$ cat src/rtl/bstep_stream_approx.sv
`default_nettype none
// ============================================================================
//  Module      : bstep_stream_approx
//  Description : Pipelined multi-channel approximate binary-step activation.
//                Each beat carries CH signed WIDTH-bit channels. Every channel
//                and the threshold are arithmetically shifted right by
//                APPROX_BITS, then compared signed: Out1[k] = (xt >= tt).
//                Two register stages (truncate+capture threshold, compare)
//                with valid/ready flow control, 1 beat/cycle throughput and a
//                saturating count of emitted 1-bits.
//
//                Optional build macro BSTEP_HYST_EN: per-channel hysteresis.
//                A channel turns on when xt >= tt, turns off only when
//                xt < tt-HYST, and otherwise holds its previous output.
//
//  Ports       : clk, rst        clock / asynchronous active-high reset
//                In, in_valid, in_ready        input beat stream
//                Out1, out_valid, out_ready    output beat stream
//                cfg_thr, cfg_thr_we           threshold write port
//                cnt_clr, fire_cnt             fire counter clear / value
//
//  Revision    : 1.0  initial release
// ============================================================================
module bstep_stream_approx #(
    parameter int WIDTH       = 6,
    parameter int CH          = 4,
    parameter int APPROX_BITS = 1,
    parameter int CNT_W       = 16,
    parameter int HYST        = 2
) (
    input  logic                 clk,
    input  logic                 rst,
    input  logic [CH*WIDTH-1:0]  In,
    input  logic                 in_valid,
    output logic                 in_ready,
    output logic [CH-1:0]        Out1,
    output logic                 out_valid,
    input  logic                 out_ready,
    input  logic [WIDTH-1:0]     cfg_thr,
    input  logic                 cfg_thr_we,
    input  logic                 cnt_clr,
    output logic [CNT_W-1:0]     fire_cnt
);

    // Width of a truncated operand. Taking the top TW bits of a signed value
    // is exactly the arithmetic right shift by APPROX_BITS, and both operands
    // share the same range, so the compare cannot overflow.
    localparam int c_tw = WIDTH - APPROX_BITS;
    localparam int c_pw = $clog2(CH + 1);

    // ------------------------------------------------------------------------
    // Threshold register
    // ------------------------------------------------------------------------
    logic [WIDTH-1:0] r_thr;

    always_ff @(posedge clk or posedge rst) begin
        if (rst) begin
            r_thr <= '0;
        end else if (cfg_thr_we) begin
            r_thr <= cfg_thr;
        end
    end

    // ------------------------------------------------------------------------
    // Handshake
    // ------------------------------------------------------------------------
    logic r_s1_v;
    logic r_out_v;
    logic w_s2_adv;
    logic w_s1_adv;
    logic w_accept;
    logic w_xfer;

    assign w_s2_adv  = !r_out_v || out_ready;
    assign w_s1_adv  = !r_s1_v || w_s2_adv;
    assign in_ready  = w_s1_adv;
    assign w_accept  = in_valid && w_s1_adv;
    assign w_xfer    = r_out_v && out_ready;
    assign out_valid = r_out_v;

    // ------------------------------------------------------------------------
    // Stage 1: truncated channels plus the threshold in force at accept time.
    // The threshold register still holds the old value on a write edge, so a
    // beat accepted on that edge naturally captures the previous threshold.
    // ------------------------------------------------------------------------
    logic [CH*c_tw-1:0]      w_in_t;
    logic [CH*c_tw-1:0]      r_s1_x;
    logic signed [c_tw-1:0]  r_s1_tt;

    always_ff @(posedge clk or posedge rst) begin
        if (rst) begin
            r_s1_v  <= 1'b0;
            r_s1_x  <= '0;
            r_s1_tt <= '0;
        end else if (w_s1_adv) begin
            r_s1_v <= in_valid;
            if (in_valid) begin
                r_s1_x  <= w_in_t;
                r_s1_tt <= r_thr[WIDTH-1:APPROX_BITS];
            end
        end
    end

    // ------------------------------------------------------------------------
    // Per-channel truncation and compare
    // ------------------------------------------------------------------------
    logic [CH-1:0] w_ge;
    logic [CH-1:0] w_next;
    logic [CH-1:0] r_out1;

`ifdef BSTEP_HYST_EN
    // Off-threshold computed one bit wider so tt-HYST cannot wrap.
    localparam logic signed [c_tw:0] c_hyst = (c_tw + 1)'(HYST);
    logic signed [c_tw:0] w_tlow;
    assign w_tlow = $signed({r_s1_tt[c_tw-1], r_s1_tt}) - c_hyst;
`endif

    genvar k;
    generate
        for (k = 0; k < CH; k++) begin : g_ch
            logic signed [c_tw-1:0] w_xt;

            assign w_in_t[k*c_tw +: c_tw] = In[k*WIDTH + APPROX_BITS +: c_tw];
            assign w_xt    = r_s1_x[k*c_tw +: c_tw];
            assign w_ge[k] = (w_xt >= r_s1_tt);

`ifdef BSTEP_HYST_EN
            logic signed [c_tw:0] w_xw;
            logic                 w_lo;
            assign w_xw      = {w_xt[c_tw-1], w_xt};
            assign w_lo      = (w_xw < w_tlow);
            // Output register doubles as the hysteresis state bit.
            assign w_next[k] = w_ge[k] || (!w_lo && r_out1[k]);
`else
            assign w_next[k] = w_ge[k];
`endif
        end
    endgenerate

    // ------------------------------------------------------------------------
    // Stage 2: compare result. Holds while stalled downstream.
    // ------------------------------------------------------------------------
    always_ff @(posedge clk or posedge rst) begin
        if (rst) begin
            r_out_v <= 1'b0;
            r_out1  <= '0;
        end else if (w_s2_adv) begin
            r_out_v <= r_s1_v;
            if (r_s1_v) begin
                r_out1 <= w_next;
            end
        end
    end

    assign Out1 = r_out1;

    // ------------------------------------------------------------------------
    // Saturating fire counter
    // ------------------------------------------------------------------------
    logic [c_pw-1:0]  w_pop;
    logic [CNT_W:0]   w_sum;
    logic [CNT_W-1:0] r_cnt;

    always_comb begin
        w_pop = '0;
        for (int i = 0; i < CH; i++) begin
            w_pop = w_pop + c_pw'(r_out1[i]);
        end
    end

    assign w_sum = {1'b0, r_cnt} + (CNT_W + 1)'(w_pop);

    always_ff @(posedge clk or posedge rst) begin
        if (rst) begin
            r_cnt <= '0;
        end else if (cnt_clr) begin
            r_cnt <= '0;
        end else if (w_xfer) begin
            r_cnt <= w_sum[CNT_W] ? {CNT_W{1'b1}} : w_sum[CNT_W-1:0];
        end
    end

    assign fire_cnt = r_cnt;

    // Discarded LSBs of the data and threshold are intentionally unused.
    logic w_unused_bits;
    assign w_unused_bits = ^{In, r_thr};

endmodule
`default_nettype wire

$ cat config.mk
export PLATFORM = sky130hd
export DESIGN_NAME = bstep_stream_approx
export DESIGN_NICKNAME = d
export VERILOG_FILES = /design/src/rtl/bstep_stream_approx.sv
export SDC_FILE = /design/constraint.sdc
export NUM_CORES = 1
export LEC_CHECK = 0
export CORE_MARGIN = 2
export CORE_UTILIZATION = 47
export DETAILED_ROUTE_END_ITERATION = 8
export HOLD_SLACK_MARGIN = 0.02
export PLACE_DENSITY = 0.75
export SETUP_SLACK_MARGIN = 0.02
export SLEW_MARGIN = 20
export SYNTH_ARGS = -nofsm -noshare
export SYNTH_HDL_FRONTEND = slang
export SYNTH_SLANG_ARGS = --single-unit
$ cat constraint.sdc
create_clock -name clk -period 3.6 [get_ports clk]
set_input_delay 0.72 -clock clk [delete_from_list [all_inputs] [get_ports clk]]
set_output_delay 0.72 -clock clk [all_outputs]
set_load 0.05 [all_outputs]
# Yosys cells after proc, flatten, opt, wreduce, memory -nomap -nowiden
# Index checks and enable logic that the tools add are counted.
# W data, S select, Z words.
[totals] reg_bits=53 in_bits=36 out_inout_bits=22
[classes] n_addsub=4 order_cmp=4 n_mux=3 reduce_logical=8
[ops] cell="$mux W16" n=3
[ops] cell="$ge A5 B5 Y1" n=4
[ops] cell="$add A16 B3 Y17" n=1
[ops] cell="$reduce_and A2 Y1" n=2
[ops] cell="$add A2 B1 Y3" n=1
[ops] cell="$add A3 B1 Y3" n=1
[ops] cell="$add A1 B1 Y2" n=1
[ops] cell="$logic_not A1 Y1" n=2
[ops] cell="$logic_or A1 B1 Y1" n=2
[ops] cell="$reduce_bool A2 Y1" n=1
[ops] cell="$logic_and A1 B1 Y1" n=1

# Longest topological paths before layout
# Gate-level depths: netlist of the first run.
[logic_depth] depth_word=7 ltp_mapped=10

# Least setup slack after synthesis of the first run
# OpenSTA, ideal clock, no wires.
[synth_timing] kind="reg-to-reg" startpoint="register r_out1[0] (netlist: Out1[0])" endpoint="register r_cnt[10] (netlist: fire_cnt[10])" t_arrival_ps=2750 t_required_ps=3506 slack_ps=756 stages_incl_launch_ff=11 path_buffers=1 period_less_slack_ps=2844 path_cell_list="dfrtp_1 -> fa_1 -> inv_1 -> fa_1 -> inv_1 -> fa_1 -> and3_1 -> clkbuf_1 -> and3_1 -> a41oi_1 -> a211oi_1"
[synth_between] elab_chain_cells=7
[synth_lines] item="from (decl)" line="109" text="logic [CH-1:0] r_out1;"
[synth_lines] item="from (signal assigned)" line="150" text="r_out1 <= w_next;"
[synth_lines] item="$add A1 B1 Y2" line="167" text="w_pop = w_pop + c_pw'(r_out1[i]);"
[synth_lines] item="$add A2 B1 Y3" line="167"
[synth_lines] item="$add A3 B1 Y3" line="167"
[synth_lines] item="$add A16 B3 Y17" line="171" text="assign w_sum = {1'b0, r_cnt} + (CNT_W + 1)'(w_pop);"
[synth_lines] item="$mux W16" line="179" text="r_cnt <= w_sum[CNT_W] ? {CNT_W{1'b1}} : w_sum[CNT_W-1:0];"
[synth_lines] item="$mux W16" line="178" text="end else if (w_xfer) begin"
[synth_lines] item="$mux W16" line="176" text="end else if (cnt_clr) begin"
[synth_lines] item="to (signal assigned)" line="179"
[synth_lines] item="to (decl)" line="162" text="logic [CNT_W-1:0] r_cnt;"
# Every way passes these cells. The select of a mux whose other input is x is not followed.
# A chain may end at the register's enable or synchronous reset.

# Worst setup path after layout of the first run
[layout_timing] startpoint="input out_ready" endpoint="output in_ready"
[layout_between] elab_chain_cells=2
[layout_lines] item="from (decl)" line="38" text="input logic out_ready,"
[layout_lines] item="$logic_or A1 B1 Y1" line="74" text="assign w_s2_adv = !r_out_v || out_ready;"
[layout_lines] item="$logic_or A1 B1 Y1" line="75" text="assign w_s1_adv = !r_s1_v || w_s2_adv;"
[layout_lines] item="to (decl)" line="35" text="output logic in_ready,"
# Every way passes these cells.

==> results of run 1 <==
-- routing by layer --
layer  vias to the layer above  routed length (um)  share of wire [%]  global-route usage [%]
li1                        984                   -                  -                       -
met1                       981                2330                 43                   22.42
met2                        78                2717                 50                   31.75
met3                         6                 297                5.5                   4.157
met4                         0                  63                1.2                   5.254
met5                         -                   0                  0                       0
-- path summary, 6_finish.rpt --
path                                start     endpoint  cells past startpoint
max in group asynchronous             rst   r_s1_x[13]                      3
min in group asynchronous             rst     r_thr[5]                      2
worst max register to register    Out1[0]  fire_cnt[8]                      9
worst min-delay path             r_thr[2]     r_thr[2]                      1
worst max-delay path            out_ready     in_ready                      3
worst min register to register   r_thr[2]     r_thr[2]                      1
-- synth_stat cells (3+ instances only) --
master    instances  area [um^2]
nor2_1           12        45.04
a41oi_1           3        26.28
o211ai_1          4        30.03
nand2b_1          7        43.79
and3_1            4        25.02
o21ai_0           5        25.02
a311oi_1          3        26.28
dfrtp_1          52         1301
nand2_1           4        15.01
and2_1            3        18.77
nor3_1           10        50.05
a211oi_1          8        60.06
mux2_2           30        337.8
fa_1              3        60.06
a21oi_1           7        35.03
nand4_1           4        25.02
ha_1             21        262.8
clkbuf_1          4        15.01
inv_1            20        75.07
a22o_1            4        35.03
nand3_1           4        20.02
a31oi_1           5        31.28
-- cell families (layout without fill, tap and decap cells) --
kind of cell / Yosys count / after routing / synth area share [%]
simple gates: 58 / 58 / 11.79
flops: 52 / 52 / 47.36
compound gates: 47 / 47 / 12.89
mux: 30 / 30 / 12.29
buf+inv: 27 / 82 / 3.916
fa+ha+maj: 24 / 24 / 11.75
-- where the power goes --
| group | total [uW] | internal (uW) | switching (uW) | leakage [uW] |
|---|---|---|---|---|
| logic | 592 | 264 | 329 | 0.000783 |
| clock network | 403 | 206 | 197 | 0.0000541 |
| registers | 726 | 661 | 64.6 | 0.000640 |
| total | 1720 | 1130 | 590 | 0.00148 |
-- registers in the layout, indices dropped and copies added, names as in the netlist --
| register | cells |
|---|---|
| Out1 | 4 |
| fire_cnt | 16 |
| out_valid | 1 |
| r_s1_tt | 5 |
| r_s1_v | 1 |
| r_s1_x | 20 |
| r_thr | 5 |
-- critical path, cell delays in order --
cell,delay [ps]
clkdlybuf4s50_1,540
nand3b_1,200
clkdlybuf4s50_1,840
-- stage by stage --
stage | power, uW | instances | setup WS, ps | util, %
after floorplan | 1144 | 238 | 756.2 | -
after global placement | 1307 | 357 | 583.6 | 59.93
after detailed placement | 1336 | 357 | 606.8 | 59.93
after CTS | 1744 | 365 | 588.7 | 61.93
after global routing | 1839 | 365 | 398.1 | 61.93
final | 1721 | 365 | 580.6 | 61.93
-- final cells by class --
type                            instances  share of cell area, %
Timing Repair Buffer                   54                  15.51
Inverter                               20                  2.175
Sequential cell                        52                  37.69
Multi-Input combinational cell        159                  38.78
Clock buffer                            5                  1.993
Tap cell                               72                  2.610
Clock inverter                          3                  1.232
==> results.md, run 1 <==
- First-pass GRT wire length: 9066 um
- Final Net Count: 352
- Clk_lat worst skew: 310 ps
- Wire length per cell: between 10 and 15 um
- Syn Area/Cell: 11.54 um^2
- Fmax: 331.2 MHz
- Total CTS buffers: 5
- Post-layout instance area: 3452 um^2
- Multi-input logic area: approximately 1300 um^2
- TritonRoute pass-1 iters: 4
- Final Hold Vio Count: 0
- Ys async rst share: 100.0%
- Row Count: 27
- Storage element area: about 1300 um^2
- Setup crit end kind: output port
- Setup TNS: 0 ps
- Initial core utilization: between 40 and 50%
- Placed inst area: 3341 um^2
- Most frequent cells in the layout: 52 x dfrtp_1, 52 x clkdlybuf4s50_1, 30 x mux2_2
- Worst ir drop on vdd: 282.8 uV
- Top Ports: 58
- All-Layer GR Usage: 18.18%
- Worst Skew: ~10 ps
- Total grt overflow: 0
- IO buf count: 52
- Diodes inserted: 0
- Crit path time final: 3019 ps
- Most used DFF post-synth: dfrtp_1
- Post-synth cell types: 38
- Total wire length: 5409 um
- CTS resizes: 0
- Vias in the first global route: between 1500 and 2000
- Max_slew headroom: 57.02%
- Clock Tree Buf Depth: 2
- Critical Path Start Type: input pin
- Die span in x: around 80 um
- Req. time, crit path: 2880 ps
- Share of layout cells above drive strength 1: ~17%
- Core ar.: 5574 um^2
- Initial antenna violation count: 0
- TritonCTS Sinks: 52
- Tcrit/Tclk final: 83.87%
- Mapped Cells: between 200 and 250
- Die footprint: 6474 um^2
- Area delta synth->final: 25.64%
- Reg2reg setup slack: roughly 660 ps
- Hold WS: 509.0 ps
- Tightest Hold Check Type: flip-flop to flip-flop
- Root buf cell: clkbuf_8
- CTS tree: yes
- CTS Hold Bufs: 0
- RSZ-0062 raised after global routing: false
- Filler instances: between 400 and 500
- Lkg Pwr: 0.001477 uW
- Register area share after synthesis: 47.36%
- Gpl congestion: roughly 0.86
- CTS H-tree depth: 2
- Yosys warning total: 0
- Actual slew at the worst max-slew pin: 642.6 ps
- Maximum capacitance violations: 0
- Drc violations: 0
- Final setup viols: 0
- Mapped Area: 2748 um^2
- Pwr Density: 498.7 nW/um^2
- Dpl hpwl: 4154 um
- Pins Over Slew Limit: 0
- Status: completed
- Number of synthesized register bits: 52
- WP data arrival: 2300 ps
- Vias: 2049
- Syn Nets: 298
- CP max FO: 5
- Number of antenna-violating nets in the routed design: 0
- DR iter-0 viols: 90
- Critical path class: input pin to output port
- Largest net degree at the start of global routing: 29
- Die Y: 80.46 um
- Mean number of vias per cell: 5.614
- EDFF count, synth: 0
- Postcts setup bufs: 0
- Reg clk slew, reported paths: 90 ps
(Power assumes the default switching activity.)
==> inputs of run 2 (changes only) <==
CORE_UTILIZATION = 46   (was 47)
PLACE_DENSITY = 0.76   (was 0.75)
clock period = 2.7 ns   (was 3.6 ns; I/O delays follow)
==> results.md, run 2 (synthesized netlist as in run 1, its figures left out) <==
- Final setup viols: 0 (unchanged)
- Placed inst area: 3410 um^2 (was 3341 um^2)
- Clock share of power: 20.1% (was 23.4%)
- Tcrit/Tclk final: a little over nine tenths
- Core ar.: 5851 um^2 (was 5574 um^2)
- All-Layer GR Usage: 18.32% (was 18.18%)
- DR iter-0 viols: 74 (was 90)
- IO buf count: 52 (unchanged)
- Total CTS buffers: 5 (unchanged)
- CTS tree: yes (unchanged)
- Post-layout instance area: 3536 um^2 (was 3452 um^2)
- Total wire length: 5418 um (was 5409 um)
- Critical Path Start Type: flip-flop (was input pin)
- Tightest Hold Check Type: input pin to async pin (was flip-flop to flip-flop)
- Crit-path leading delay family: adder cells (was buffers and inverters)
- Clk_lat worst skew: 300 ps (was 310 ps)
- Drc violations: 0 (unchanged)
- Pins Over Slew Limit: 0 (unchanged)
- Die span in x: 81.29 um (was 80.46 um)
- Pwr Density: 640.4 nW/um^2 (was 498.7 nW/um^2)
- Clock Tree Buf Depth: 2 (unchanged)
- Worst Skew: 6.141 ps (was 10.45 ps)
- Actual slew at the worst max-slew pin: 665.8 ps (was 642.6 ps)
- CTS H-tree depth: 2 (unchanged)
- Crit path time final: between 2000 and 3000 ps
- Sequential power share: 42.7% (was 42.2%)
- Total grt overflow: 0 (unchanged)
- Total chip power: 2264 uW (was 1721 uW)
- Crit-path slowest cell: or4_4 (was clkdlybuf4s50_1)
- Gpl congestion: 0.8731 (was 0.8555)
- Vias: 2061 (was 2049)
- Crit-path most repeated cell: fa_2 (was clkdlybuf4s50_1)
- CP max FO: 4 (was 5)
- Largest net degree at the start of global routing: 26 (was 29)
- Most frequent cells in the layout: 51 x clkdlybuf4s50_1, 49 x dfrtp_1, 30 x mux2_2 (was 52 x dfrtp_1, 52 x clkdlybuf4s50_1, 30 x mux2_2)
- Wire length per cell: 14.49 um (was 14.82 um)
- Initial core utilization: 46.96% (was 49.29%)
- Sw frac: 34.57% (was 34.30%)
- Top Ports: 58 (unchanged)
- Area delta synth->final: 28.69% (was 25.64%)
- Final Hold Vio Count: 0 (unchanged)
- Largest Register: r_s1_x (unchanged)
- Root buf cell: clkbuf_8 (unchanged)
- Vias in the first global route: 2031 (was 1972)
- Buffers & Inverters on Critical Path: 2 (unchanged)
- Reg2reg setup slack: 30 ps (was 660 ps)
- Commonest non-fill, non-tap cell in the layout: clkdlybuf4s50_1
- TritonCTS Sinks: 52 (unchanged)
- Row Count: 28 (was 27)
- Internal: 1482 uW (was 1131 uW)
- Comb power frac: 37.2% (was 34.4%)
- Lkg Pwr: 0.001527 uW (was 0.001477 uW)
- Reg clk slew, reported paths: 90 ps (about the same)
- Critical path class: flip-flop to flip-flop (was input pin to output port)
- Largest register FFs: 20 (unchanged)
- RSZ-0062 raised after global routing: true (was false)
- Worst path max stage delay: 560 ps (was 840 ps)
- Share of layout cells above drive strength 1: 22.07% (was 16.72%)
- Status: completed (unchanged)
- Dpl hpwl: 4176 um (was 4154 um)
- TritonRoute pass-1 iters: 4 (unchanged)
- Die Y: 81.29 um (was 80.46 um)
- Diodes inserted: 0 (unchanged)
- CP Cell Sequence: fa_1 > inv_1 > fa_2 > inv_2 > fa_2 > nand4_1 > or4_4 > a311oi_2 (was clkdlybuf4s50_1 > nand3b_1 > clkdlybuf4s50_1)
- First-pass GRT wire length: 9308 um (was 9066 um)
- Mean number of vias per cell: 5.511 (was 5.614)
- Initial antenna violation count: 0 (unchanged)
- Number of antenna-violating nets in the routed design: 0 (unchanged)
- Final Net Count: 358 (was 352)
- Worst ir drop on vdd: 357.6 uV (was 282.8 uV)
- WP data arrival: 2870 ps (was 2300 ps)
- Setup crit end kind: flip-flop (was output port)
- Psw: 782.7 uW (was 590.5 uW)
- Die footprint: 6607 um^2 (was 6474 um^2)
- Fmax: approximately 370 MHz
- Maximum capacitance violations: 0 (unchanged)
- Req. time, crit path: 2910 ps (was 2880 ps)
- Max_slew headroom: 55.47% (was 57.02%)
-- run 2: changes by cell type in the layout (fill, tap and decap cells not counted), sizes merged --
| cell | before | now |
|---|---|---|
| buf | 2 | 9 |
| clkbuf | 5 | 6 |
| bufinv | 1 | 0 |
| clkinv | 1 | 2 |
| clkdlybuf4s50 | 52 | 51 |
| clkinvlp | 1 | 0 |
-- run 2: timing repair --
action	in CTS	in global routing
gates resized for setup	1	6
endpoints found under the setup margin	4	10
hold buffers	0	0
setup buffers	1	1
pin swaps	0	6
hold endpoints to repair	0	0
-- run 2: per-layer routing --
layer	up-vias	global-route usage, %	wire (um)
li1	993	-	-
met1	993	22.42	2353
met2	69	31.89	2721
met3	6	4.222	283
met4	0	5.763	60
met5	-	0	0
-- run 2: final timing paths --
path / from / end / cells past startpoint
worst max-delay path: Out1[0] / fire_cnt[13] / 8
worst min-delay path: rst / r_s1_x[5] / 2
worst max register to register: Out1[0] / fire_cnt[13] / 8
worst min register to register: r_thr[1] / r_thr[1] / 1
max in group asynchronous: rst / fire_cnt[3] / 3
min in group clk: r_thr[1] / r_thr[1] / 1
-- run 2: power groups by stage --
stage / clock [uW] / sequential (uW) / combinational, uW
after global routing: 506 / 983 / 950
after floorplan: 0 / 1090 / 439
after global placement: 0 / 980 / 788
final: 454 / 967 / 843
after detailed placement: 0 / 984 / 811
after CTS: 471 / 968 / 843
-- run 2: area by class of cell --
| class | count | area [um^2] |
|---|---|---|
| fill | 495 | 2315 |
| multi-input combinational | 159 | 1366 |
| sequential | 52 | 1305 |
| timing repair buffer | 60 | 603.1 |
| tap | 75 | 93.84 |
| clock buffer | 6 | 82.58 |
| inverter | 20 | 75.07 |
| clock inverter | 2 | 10.01 |
-- run 2: stage by stage --
step / TNS [ps] / instances / utilization, % / hold slack [ps] / setup slack (ps)
global placement: 0 / 364 / 58.28 / 467.7 / 13.39
finish: 0 / 374 / 60.44 / 507.2 / 31.80
detailed placement: -4.271 / 364 / 58.28 / 492.1 / -4.271
CTS: 0 / 373 / 60.03 / 513.3 / 15.77
floorplan: 0 / 238 / - / 457.2 / 20.59
global route: -198.5 / 374 / 60.44 / 526.9 / -59.57
-- run 2: worst register-to-register path, stage by stage (launching register included) --
cell and delay [ps]:
dfrtp_2 420, fa_1 530, inv_1 50, fa_2 340, inv_2 70, fa_2 240
nand4_1 140, or4_4 560, a311oi_2 220
